===== config.mk =====
export PLATFORM = sky130hd
export DESIGN_NAME = sha3_host_driver
export DESIGN_NICKNAME = d
export VERILOG_FILES = /design/src/rtl/sha3_host_driver.sv
export SDC_FILE = /design/constraint.sdc
export NUM_CORES = 1
export LEC_CHECK = 0
export BUFFER_PORTS_ARGS = -buffer_cell sky130_fd_sc_hd__buf_4
export CORE_AREA = 4 4 184 186
export CTS_CLUSTER_DIAMETER = 40
export DETAILED_ROUTE_END_ITERATION = 8
export DIE_AREA = 0 0 188 190
export GPL_ROUTABILITY_DRIVEN = 0
export GPL_TIMING_DRIVEN = 0
export PLACE_DENSITY = 0.81
export SYNTH_ARGS = -nofsm -noshare
export SYNTH_HDL_FRONTEND = slang
export SYNTH_SLANG_ARGS = --single-unit

===== constraint.sdc =====
create_clock -name clk_i -period 37.7 [get_ports clk_i]
set_input_delay 7.54 -clock clk_i [delete_from_list [all_inputs] [get_ports clk_i]]
set_output_delay 7.54 -clock clk_i [all_outputs]
set_load 0.02 [all_outputs]

===== src/rtl/sha3_host_driver.sv =====
// Host-side master for the SHA3 wrapper word-stream protocol.
// Accepts message words from an upstream valid/ready stream and forwards them
// to the hash input port one at a time. The last word is flagged with
// hash_in_done. The driver then collects OUT_WORDS digest words and presents
// them as one wide digest until the consumer acknowledges it.
//
// Ports
//   clk_i, rst_i          clock (rising edge), async active-high reset
//   msg_valid_i/ready_o   upstream message word handshake
//   msg_data_i, msg_last_i  upstream word and end-of-message flag
//   hash_in_ready_i       hash block can take a word
//   hash_in_valid_o       word transfer strobe (combinational on ready)
//   hash_in_data_o        word presented to the hash block
//   hash_in_done_o        marks the last message word (combinational)
//   hash_out_valid_i      digest word available
//   hash_out_ready_o      digest word accepted (combinational on valid)
//   hash_out_data_i       digest word
//   digest_valid_o        assembled digest valid, held until digest_ack_i
//   digest_o              assembled digest, word k at [DATA_W*k +: DATA_W]
//   digest_ack_i          consumer took the digest
//   msg_words_o           words sent for the current message, saturating
//   error_o               sticky timeout flag, cleared only by reset
module sha3_host_driver #(
  parameter int unsigned DATA_W    = 64,
  parameter int unsigned OUT_WORDS = 4,
  parameter int unsigned TIMEOUT   = 4096
) (
  input  logic                        clk_i,
  input  logic                        rst_i,
  input  logic                        msg_valid_i,
  output logic                        msg_ready_o,
  input  logic [DATA_W-1:0]           msg_data_i,
  input  logic                        msg_last_i,
  input  logic                        hash_in_ready_i,
  output logic                        hash_in_valid_o,
  output logic [DATA_W-1:0]           hash_in_data_o,
  output logic                        hash_in_done_o,
  input  logic                        hash_out_valid_i,
  output logic                        hash_out_ready_o,
  input  logic [DATA_W-1:0]           hash_out_data_i,
  output logic                        digest_valid_o,
  output logic [DATA_W*OUT_WORDS-1:0] digest_o,
  input  logic                        digest_ack_i,
  output logic [15:0]                 msg_words_o,
  output logic                        error_o
);

  localparam int unsigned KW = (OUT_WORDS > 1) ? $clog2(OUT_WORDS) : 1;
  localparam int unsigned CW = $clog2(OUT_WORDS + 1);
  localparam int unsigned TW = (TIMEOUT > 0) ? $clog2(TIMEOUT + 1) : 1;
  localparam int unsigned MW = 16;

  localparam logic [TW-1:0] TO_LAST  = TW'((TIMEOUT > 0) ? (TIMEOUT - 1) : 0);
  localparam logic [CW-1:0] K_FULL   = CW'(OUT_WORDS);
  localparam logic [MW-1:0] WORDS_MAX = {MW{1'b1}};

  typedef enum logic [2:0] {
    ST_IDLE,
    ST_SEND,
    ST_COLLECT,
    ST_CGAP,
    ST_RESULT,
    ST_ERROR
  } state_e;

  state_e                           state_q;
  logic [DATA_W-1:0]                data_q;
  logic                             last_q;
  logic [CW-1:0]                    k_q;
  logic [TW-1:0]                    wait_q;
  logic [MW-1:0]                    words_q;
  logic [OUT_WORDS-1:0][DATA_W-1:0] digest_q;

  logic xfer;
  logic hs;

  // Transfers complete in the same cycle the partner signals readiness.
  assign xfer = (state_q == ST_SEND) && hash_in_ready_i;
  assign hs   = (state_q == ST_COLLECT) && hash_out_valid_i;

  assign msg_ready_o      = (state_q == ST_IDLE);
  assign hash_in_valid_o  = xfer;
  assign hash_in_data_o   = data_q;
  assign hash_in_done_o   = xfer && last_q;
  assign hash_out_ready_o = hs;
  assign digest_valid_o   = (state_q == ST_RESULT);
  assign digest_o         = digest_q;
  assign msg_words_o      = words_q;
  assign error_o          = (state_q == ST_ERROR);

  // Main control FSM with holding registers and counters.
  always_ff @(posedge clk_i or posedge rst_i) begin
    if (rst_i) begin
      state_q  <= ST_IDLE;
      data_q   <= '0;
      last_q   <= 1'b0;
      k_q      <= '0;
      wait_q   <= '0;
      words_q  <= '0;
      digest_q <= '0;
    end else begin
      // Wait counter clears unless this cycle is an unproductive wait.
      wait_q <= '0;
      case (state_q)
        ST_IDLE: begin
          if (msg_valid_i) begin
            data_q  <= msg_data_i;
            last_q  <= msg_last_i;
            state_q <= ST_SEND;
          end
        end
        ST_SEND: begin
          if (xfer) begin
            if (words_q != WORDS_MAX) words_q <= words_q + MW'(1);
            state_q <= last_q ? ST_COLLECT : ST_IDLE;
          end else if (TIMEOUT != 0) begin
            if (wait_q == TO_LAST) state_q <= ST_ERROR;
            else                   wait_q  <= wait_q + TW'(1);
          end
        end
        ST_COLLECT: begin
          if (hs) begin
            digest_q[k_q[KW-1:0]] <= hash_out_data_i;
            k_q                   <= k_q + CW'(1);
            state_q               <= ST_CGAP;
          end else if (TIMEOUT != 0) begin
            if (wait_q == TO_LAST) state_q <= ST_ERROR;
            else                   wait_q  <= wait_q + TW'(1);
          end
        end
        // Mandatory idle cycle keeps hash_out_ready from firing back-to-back.
        ST_CGAP: begin
          state_q <= (k_q == K_FULL) ? ST_RESULT : ST_COLLECT;
        end
        ST_RESULT: begin
          if (digest_ack_i) begin
            words_q <= '0;
            k_q     <= '0;
            state_q <= ST_IDLE;
          end
        end
        ST_ERROR: begin
          state_q <= ST_ERROR;
        end
        default: begin
          state_q <= ST_IDLE;
        end
      endcase
    end
  end

endmodule


==> impl_metrics.tcl <==
set metrics [dict create \
    fp.dieH_um 190 \
    core_mm2 0.03229 \
    ant_nets 0 \
    leakagePower_uw 0.009332 \
    cts_tree "done" \
    syn_area_mm2 0.01378 \
    ctsResizeCount 0 \
    fin_cells 1886 \
    fin_util 0.6059 \
    ys_ff_latch 356 \
    grt_pass1_vias 10300 \
    final_common_cell "buf_4" \
    clockBufferDepth 3 \
    drv_slew 0 \
    grt_use_total 0.2116 \
    status "finished clean" \
    synth_cell_types 37 \
    finalCriticalPeriod_ps 16010 \
    hpwl_um 28300 \
    synthCells 883 \
    total_power_uw 1940 \
    slew_headroom 0.4737 \
    num_vias 9463 \
    drc 0 \
    rows 66 \
    worst_ep_required_time_ps 30160 \
    synth_top_area_cell "dfrtp_1" \
    setup_tns_ps 0 \
    drt-pass1-iter-count 4 \
    power_density_mw_per_mm2 99.16 \
    synthesis.nets 1024 \
    nNetsFinal 1550 \
    cts_setup_buffers 0 \
    setup_violations 0 \
    dr.first_iter.drc_count 345 \
    synth_top_area_frac 0.6466 \
    io_pins 477 \
    antennaDiodeCount 0 \
    worst_hold_path_type "reg2reg" \
    clock.fmax_mhz 62.48 \
    final.period_utilization 0.4245 \
    yosysWarnings 0 \
    dp.cells 1803 \
    worst_ep_arrival_time_ps 8470 \
    clock_skew_ps 17.73 \
    wl_per_cell_um 20.72 \
    grt_pass1_wl_um 59550 \
    hold_buffers 0 \
    cts-buffers-inserted 46 \
    synthFlopType "dfrtp_1" \
    h-tree-depth 2 \
    port_buffers 476 \
    async_reset_ff_frac 1.000 \
    die_area_mm2 0.03572 \
    critical_path_class "in2out" \
    start_util 0.4267 \
    syn_area_per_cell_um2 15.60 \
    rsz0062_at_grt "no" \
    peakVddDrop_uv 57.26 \
    worstSkewPairLatency_ps 550 \
    vias_per_cell 5.017 \
    synth_area_leaders "dfrtp_1 (65%), mux2_2 (26%), buf_2 (1.2%)" \
    start_kind "input pin" \
    antenna_found_initial 0 \
    worstSetupEndpointType "output port" \
    finalHoldViolCount 0 \
    crit_fanout 8 \
    die_w_um 188 \
    overflow 0 \
    area_delta_synth_final_pct 42.00 \
    maxCapViolations 0 \
    root_buffer "clkbuf_16" \
    final_cell_mix "buf_4 (481), dfrtp_1 (356), mux2_2 (322)" \
    wirelength_um 39080 \
    tightestPinTransition_ps 782.2 \
    synth_edf_count 0 \
    clkTransAtPathRegs_ps 50 \
    grt_max_degree 132 \
    drive_gt1_frac 0.6378 \
    synth_seq_area_share 0.6466 \
    cts_num_sinks 356 \
]
## registers in the layout, indices dropped and copies added, names as in the netlist
register        flops
digest_o          256
hash_in_data_o     64
k_q                 3
last_q              1
msg_words_o        16
state_q             3
wait_q             13
## cell families after synthesis
family | Yosys count | synth area share
XOR/XNOR | 11 | 0.006993
AND/OR/NAND/NOR | 98 | 0.04078
buffers and inverters | 51 | 0.01825
flip-flops | 356 | 0.6466
multiplexers | 325 | 0.2654
AO/OA/AOI/OAI | 36 | 0.01653
adder cells (fa/ha/maj) | 6 | 0.005449
## synthesized netlist by cell type (2+ instances only)
| cell type | instances |
|---|---|
| and2_1 | 4 |
| xnor2_1 | 5 |
| o21ai_0 | 8 |
| or4_1 | 5 |
| xor2_1 | 6 |
| and3_1 | 3 |
| nor4_1 | 5 |
| a21oi_1 | 10 |
| nand2b_1 | 2 |
| o211ai_1 | 2 |
| dfrtp_1 | 356 |
| or3_1 | 3 |
| nand3_1 | 13 |
| nor3b_1 | 4 |
| nand2_1 | 14 |
| inv_1 | 12 |
| and4_1 | 3 |
| nand4_1 | 9 |
| buf_4 | 5 |
| a311o_1 | 2 |
| buf_2 | 33 |
| mux2i_1 | 3 |
| mux2_2 | 322 |
| nor3_1 | 9 |
| a211oi_1 | 3 |
| a31oi_1 | 4 |
| o31ai_1 | 5 |
| ha_1 | 6 |
| nor2_1 | 19 |
## final timing paths
| kind | startpoint | end | slack, ps | cells after the start |
|---|---|---|---|---|
| min | hash_in_data_o[0] | hash_in_data_o[0] | 500 | 1 |
| max in group asynchronous | rst_i | digest_o[146] | 29420 | 3 |
| max | hash_in_ready_i | hash_in_done_o | 21700 | 5 |
| min in group asynchronous | rst_i | hash_in_data_o[55] | 7140 | 2 |
| max reg2reg | state_q[2] | digest_o[180] | 35290 | 5 |
| min reg2reg | hash_in_data_o[0] | hash_in_data_o[0] | 500 | 1 |
## critical path, stage by stage
cell and delay, ps:
buf_4 130, nand4bb_4 130, clkinv_1 240, and2_1 270
buf_4 160
## per-stage QoR
step	hold WS [ps]	area, um2	worst slack [ps]
floorplan	472.0	13780	20280
global placement	482.5	17900	16740
detailed placement	493.7	17970	21700
CTS	507.3	19560	21700
global route	515.3	19560	21640
finish	504.0	19560	21700
## layout make-up
type,count,area (um2)
Fill cell,2462,12720
Sequential cell,356,8909
Multi-Input combinational cell,476,4617
Timing Repair Buffer,478,3628
Clock buffer,58,1277
Tap cell,442,553.0
Clock inverter,25,320.3
Buffer,38,202.7
Inverter,13,56.30
## report_power, final
part	internal [uW]	switching (uW)	total, uW
registers	561	101	663
clock network	283	167	450
logic	395	432	827
total	1240	701	1940
## metal layers
| metal | global-route usage | up-vias | wire length (um) |
|---|---|---|---|
| li1 | - | 4236 | - |
| met1 | 0.2336 | 4758 | 14420 |
| met2 | 0.3833 | 386 | 20340 |
| met3 | 0.07119 | 83 | 3108 |
| met4 | 0.07086 | 0 | 1214 |
| met5 | 0 | - | 0 |
(Power assumes the default switching activity.)
